<file path="src/rtl/ifetch_queue.sv">
// ----------------------------------------------------------------------------
// ifetch_queue
//
// Instruction fetch front end with a decoupling prefetch queue. It owns the
// fetch PC and issues in-order word reads to a variable-latency instruction
// memory. Returned words are buffered together with their addresses and handed
// to the IF stage over a valid/ready handshake. A redirect (branch, jump,
// exception) restarts fetch at a new PC and discards every fetch still owed by
// the memory for the old path.
//
// Parameters
//   DEPTH     queue entries and maximum outstanding requests (power of two, 2..16)
//   RESET_PC  fetch address after reset
//
// Ports
//   clk             clock, all state updates on the rising edge
//   rst_n           synchronous active-low reset
//   redirect_valid  flush and restart fetch at redirect_pc
//   redirect_pc     new fetch address, bits [1:0] ignored
//   imem_req_valid  read request valid
//   imem_req_ready  memory accepts the request
//   imem_req_addr   word-aligned request address
//   imem_rsp_valid  read data valid (in request order, >= 1 cycle after accept)
//   imem_rsp_data   read data
//   out_valid       instruction available to IF
//   out_ready       IF accepts the instruction
//   out_ins         instruction word
//   out_pc          address of out_ins
//
// Build option
//   IFQ_BYPASS_EN   when defined, a response arriving at an empty queue is
//                   presented on out_* in the same cycle (0-cycle latency).
//                   When undefined, out_* come only from queue registers.
// ----------------------------------------------------------------------------
module ifetch_queue #(
    parameter int unsigned DEPTH    = 4,
    parameter logic [31:0] RESET_PC = 32'h0000_0000
) (
    input  logic        clk,
    input  logic        rst_n,
    input  logic        redirect_valid,
    input  logic [31:0] redirect_pc,
    output logic        imem_req_valid,
    input  logic        imem_req_ready,
    output logic [31:0] imem_req_addr,
    input  logic        imem_rsp_valid,
    input  logic [31:0] imem_rsp_data,
    output logic        out_valid,
    input  logic        out_ready,
    output logic [31:0] out_ins,
    output logic [31:0] out_pc
);

    localparam int unsigned PW = $clog2(DEPTH);
    localparam int unsigned CW = PW + 1;
    localparam int unsigned SW = CW + 1;
    localparam logic [SW-1:0] DEPTH_C = SW'(DEPTH);

    logic [31:0]   fetch_pc_q,  fetch_pc_d;
    logic [CW-1:0] in_flight_q, in_flight_d;
    logic [CW-1:0] drop_cnt_q,  drop_cnt_d;
    logic [CW-1:0] count_q,     count_d;
    logic [PW-1:0] tag_wr_q,    tag_wr_d;
    logic [PW-1:0] tag_rd_q,    tag_rd_d;
    logic [PW-1:0] wr_ptr_q,    wr_ptr_d;
    logic [PW-1:0] rd_ptr_q,    rd_ptr_d;

    logic [31:0]   tag_mem_q [DEPTH];
    logic [31:0]   pc_mem_q  [DEPTH];
    logic [31:0]   ins_mem_q [DEPTH];

    logic [SW-1:0] credit_used;
    logic          req_fire;
    logic          rsp_keep;
    logic          head_valid;
    logic          push;
    logic          pop;
    logic [31:0]   rsp_pc;
    logic [31:0]   head_pc;
    logic [31:0]   head_ins;
    logic          unused_redirect_lsbs;

    assign unused_redirect_lsbs = ^redirect_pc[1:0];

    // A slot is reserved for every outstanding request, so queued plus
    // in-flight words can never exceed DEPTH and a response always has room.
    assign credit_used    = {1'b0, in_flight_q} + {1'b0, count_q};
    assign imem_req_valid = rst_n && !redirect_valid && (credit_used < DEPTH_C);
    assign imem_req_addr  = fetch_pc_q;
    assign req_fire       = imem_req_valid && imem_req_ready;

    // The address tag of the oldest outstanding request pairs with the
    // response that is arriving now, since the memory answers in order.
    assign rsp_pc   = tag_mem_q[tag_rd_q];
    assign rsp_keep = imem_rsp_valid && (drop_cnt_q == '0) && !redirect_valid;

    // An empty queue drives zeros so the outputs are defined out of reset.
    assign head_valid = (count_q != '0);
    assign head_pc    = head_valid ? pc_mem_q[rd_ptr_q]  : 32'h0;
    assign head_ins   = head_valid ? ins_mem_q[rd_ptr_q] : 32'h0;
    assign pop        = head_valid && out_ready;

`ifdef IFQ_BYPASS_EN
    logic bypass;

    // A kept response meeting an empty queue goes straight to IF; it is only
    // written into the queue if IF does not take it this cycle.
    assign bypass    = rsp_keep && !head_valid;
    assign push      = rsp_keep && !(bypass && out_ready);
    assign out_valid = head_valid || bypass;
    assign out_pc    = bypass ? rsp_pc        : head_pc;
    assign out_ins   = bypass ? imem_rsp_data : head_ins;
`else
    assign push      = rsp_keep;
    assign out_valid = head_valid;
    assign out_pc    = head_pc;
    assign out_ins   = head_ins;
`endif

    // Next-state logic. A redirect overrides the normal bookkeeping: the
    // queue is emptied and every response still owed for the old path is
    // marked for dropping. Using the outstanding total (rather than adding to
    // the old drop count) keeps back-to-back redirects from double counting,
    // because in_flight already includes responses that were already doomed.
    always_comb begin
        fetch_pc_d  = fetch_pc_q;
        in_flight_d = in_flight_q + CW'(req_fire) - CW'(imem_rsp_valid);
        drop_cnt_d  = drop_cnt_q;
        count_d     = count_q + CW'(push) - CW'(pop);
        tag_wr_d    = tag_wr_q + PW'(req_fire);
        tag_rd_d    = tag_rd_q + PW'(imem_rsp_valid);
        wr_ptr_d    = wr_ptr_q + PW'(push);
        rd_ptr_d    = rd_ptr_q + PW'(pop);

        if (req_fire) begin
            fetch_pc_d = fetch_pc_q + 32'd4;
        end

        if (imem_rsp_valid && (drop_cnt_q != '0)) begin
            drop_cnt_d = drop_cnt_q - CW'(1);
        end

        if (redirect_valid) begin
            fetch_pc_d = {redirect_pc[31:2], 2'b00};
            drop_cnt_d = in_flight_q - CW'(imem_rsp_valid);
            count_d    = '0;
            wr_ptr_d   = '0;
            rd_ptr_d   = '0;
        end
    end

    // Control state register with synchronous active-low reset.
    always_ff @(posedge clk) begin
        if (!rst_n) begin
            fetch_pc_q  <= RESET_PC;
            in_flight_q <= '0;
            drop_cnt_q  <= '0;
            count_q     <= '0;
            tag_wr_q    <= '0;
            tag_rd_q    <= '0;
            wr_ptr_q    <= '0;
            rd_ptr_q    <= '0;
        end else begin
            fetch_pc_q  <= fetch_pc_d;
            in_flight_q <= in_flight_d;
            drop_cnt_q  <= drop_cnt_d;
            count_q     <= count_d;
            tag_wr_q    <= tag_wr_d;
            tag_rd_q    <= tag_rd_d;
            wr_ptr_q    <= wr_ptr_d;
            rd_ptr_q    <= rd_ptr_d;
        end
    end

    // Storage arrays need no reset; validity is tracked by the pointers and
    // counters above.
    always_ff @(posedge clk) begin
        if (req_fire) begin
            tag_mem_q[tag_wr_q] <= fetch_pc_q;
        end
        if (push) begin
            pc_mem_q[wr_ptr_q]  <= rsp_pc;
            ins_mem_q[wr_ptr_q] <= imem_rsp_data;
        end
    end

endmodule

</file>
<file path="config.mk">
export PLATFORM = sky130hd
export DESIGN_NAME = ifetch_queue
export DESIGN_NICKNAME = d
export VERILOG_FILES = /design/src/rtl/ifetch_queue.sv
export SDC_FILE = /design/constraint.sdc
export NUM_CORES = 1
export LEC_CHECK = 0
export ABC_AREA = 1
export BUFFER_PORTS_ARGS = -buffer_cell sky130_fd_sc_hd__buf_2
export CAP_MARGIN = 0
export CORE_MARGIN = 4
export CORE_UTILIZATION = 55
export DETAILED_ROUTE_END_ITERATION = 16
export PLACE_DENSITY = 0.75
export SYNTH_ARGS = -nofsm -noshare
export SYNTH_HDL_FRONTEND = slang
export SYNTH_SLANG_ARGS = --single-unit
</file>
<file path="constraint.sdc">
create_clock -name clk -period 9.1 [get_ports clk]
set_input_delay 1.365 -clock clk [delete_from_list [all_inputs] [get_ports clk]]
set_output_delay 1.365 -clock clk [all_outputs]
set_load 0.05 [all_outputs]
</file>
==> results.py <==
metrics = {
    "outcome": {
        "status": "completed",
    },
    "clock_tree": {
        "post_cts_resized": 0,
        "cts_tree": "built",
        "cts_made_buffers": 42,
        "clock_sinks": 415,
        "post_cts_buffers": 0,
        "clkLatencyLatePin_ns": 0.52,
        "clockBufferDepth": 3,
        "cts.clk_slew.worst_paths_ns": 0.06,
        "cts_hold_buf": 0,
        "htreeDepth": 2,
        "cts_root_buf": "clkbuf_16",
    },
    "die": {
        "ios": 168,
        "rows": 64,
        "core_um2": 30700,
        "die_h_um": 184,
        "die_area_um2": 34000,
        "start_util_pct": 55.8,
        "die_w_um": 184,
    },
    "route": {
        "wl_um": 37400,
        "dr.pass1.iters": 6,
        "initialDrtViolationCount": 921,
        "antenna_left": 0,
        "wl_per_cell_um": 17.9,
        "viasPerCell": 5.53,
        "vias": 11500,
        "drc": 0,
    },
    "pwr": {
        "seq_power_share_pct": 50.5,
        "leakagePower_nw": 7.24,
        "switching_power_mw": 1.05,
        "ir_worst_vdd_mv": 0.136,
        "intPower_mw": 3.29,
        "power.density_nw_per_um2": 221,
        "swShare_pct": 24.3,
        "power_mw": 4.34,
        "combPwrFrac_pct": 10.2,
        "pwr-share-clk_pct": 39.3,
    },
    "synth": {
        "synth_fa_ha_area_share_pct": 1.33,
        "yosysMostFrequentCell": "nor2_1",
        "yosysWarnings": 0,
        "synth_common_cells": "372 x nor2_1, 368 x edfxtp_1, 201 x o21ai_0",
        "synth-simple-area-share_pct": 13.8,
        "synthXorXnorAreaFrac_pct": 0.972,
        "ys_ff_latch": 415,
        "synth_top_family_by_area": "simple AND/OR/NAND/NOR gates",
        "synth_edf_count": 368,
        "synth_area_per_cell_um2": 11.3,
        "netlist_area_um2": 17100,
        "synth.distinct_cells": 40,
        "synth_compound_area_share_pct": 9.77,
        "ys_async_sr_fraction_pct": 0,
        "synth_ff_type": "edfxtp_1",
        "synth_cells": 1519,
        "muxShareOfSynthArea_pct": 0,
        "synth_top_area_share_pct": 64.5,
        "ys_seq_area_share_pct": 70.0,
        "yosys-top-cells-area": "edfxtp_1 65%, nor2_1 8.2%, o21ai_0 5.9%",
        "synth_largest_area_cell": "edfxtp_1",
    },
    "timing": {
        "finalMaxSlewViolations": 0,
        "tns_ns": 0,
        "rsz0062_at_grt": "no",
        "holdWs_ns": 0.515,
        "min_period_ns": 4.40,
        "finClkSkew_ns": 0.0164,
        "fin_ws_ns": 4.70,
        "max_freq_mhz": 227,
        "finalHoldViolations": 0,
        "period_share_pct": 48.3,
        "finalSetupViolCount": 0,
        "max_slew_margin_pct": 30.8,
        "tightest_slew_ns": 1.03,
    },
    "placement": {
        "dpl.hpwl_um": 21500,
        "finalWeightedCongestion": 0.848,
        "port_buffers": 161,
        "post-place-ws_ns": 5.11,
        "place_area_um2": 18200,
    },
    "setup_path": {
        "end_kind": "output pin",
        "critical_path_class": "reg -> out",
        "cp_data_arrival_time_ns": 3.03,
        "cp.required_ns": 7.74,
        "crit_fanout": 94,
        "cp-start-kind": "flip-flop",
    },
    "global_routing": {
        "grtUsageTotal_pct": 21.3,
        "antenna_found_initial": 2,
        "grt_overflow": 0,
        "grt_max_degree": 95,
        "grt_pass1_wl_um": 58000,
        "first_global_vias": 11100,
    },
    "cells_and_area": {
        "areaGrowthSynthToFinish_pct": 14.6,
        "layout-drive-gt1-share_pct": 16.1,
        "final_nets": 1748,
        "final_design_area_no_fill_um2": 19600,
        "num-fill-cells": 2305,
        "n_antenna_cell": 0,
    },
    "hold_path": {
        "hp-class": "reg -> reg",
    },
    "job": {
        "cap_violations": 0,
    },
}
per-stage QoR:
step,util (%),instances
detailed placement,59.5,2013
global placement,59.5,2013
floorplan,-,1522
finish,64.0,2089
global route,64.0,2089
CTS,64.0,2089
final timing paths:
check	start	to	slack, ns	cells after the start
min	drop_cnt_q[2]	drop_cnt_q[2]	0.52	2
max	rd_ptr_q[0]	out_pc[18]	4.70	5
max reg2reg	count_q[2]	count_q[2]	6.30	10
min reg2reg	drop_cnt_q[2]	drop_cnt_q[2]	0.52	2
power by group through the flow:
stage	logic (mW)	clock network, mW	registers, mW
2_1_floorplan	0.292	0	2.25
3_3_place_gp	0.432	0	2.23
3_5_place_dp	0.443	0	2.23
4_1_cts	0.445	1.74	2.19
5_1_grt	0.483	1.81	2.20
6_report	0.443	1.71	2.19
worst max-delay path: stages, from the launching register on:
cell and delay [ns]:
dfxtp_4 0.48, inv_2 0.41, buf_4 0.73, o21ai_0 0.25, a21oi_1 0.25, buf_2 0.31
cell type report:
type	count	area [um^2]	area share (%)
clock buffer	57	1160	5.91
clock inverter	19	225	1.15
inverter	84	320	1.63
multi-input combinational	941	4500	22.9
sequential	415	12000	61.1
tap	396	495	2.53
timing repair buffer	177	926	4.72
cells in the final DEF, fill, tap and decap left out, types with 3 or more instances in the layout:
master / count
dfxtp_1: 45
buf_2: 161
o22ai_1: 30
nand2_1: 129
edfxtp_1: 368
a31oi_1: 4
clkbuf_16: 43
clkbuf_1: 11
conb_1: 4
xor2_1: 12
nand3_1: 41
nor3_2: 8
nand2_2: 3
inv_1: 79
nor2_1: 372
nand2_4: 3
clkbuf_8: 3
ha_1: 15
bufinv_16: 5
nor2_4: 5
buf_4: 16
o21ai_0: 201
clkinv_1: 8
clkinv_2: 4
nor2_2: 7
xnor2_1: 7
a21oi_1: 80
metal layers:
layer	GRT usage, %	vias up	share of wire (%)
met3	4.26	44	8.5
met2	36.7	467	49
met5	0	-	0.078
met1	28.6	5482	42
li1	-	5548	-
met4	4.32	4	1.0
kinds of logic after synthesis:
group,after synthesis
simple gates,579
flops,415
compound gates,322
buf+inv,166
xor+xnor,19
fa+ha+maj,17
other cells,1
registers in the layout (all words and copies together) (netlist names):
| signal | flops |
|---|---|
| ins_mem_q | 128 |
| pc_mem_q | 120 |
| tag_mem_q | 120 |
| imem_req_addr | 30 |
| count_q | 3 |
| drop_cnt_q | 3 |
| in_flight_q | 3 |
| rd_ptr_q | 2 |
| tag_rd_q | 2 |
| tag_wr_q | 2 |
| wr_ptr_q | 2 |
No activity file was read; power rests on OpenSTA's default activity.
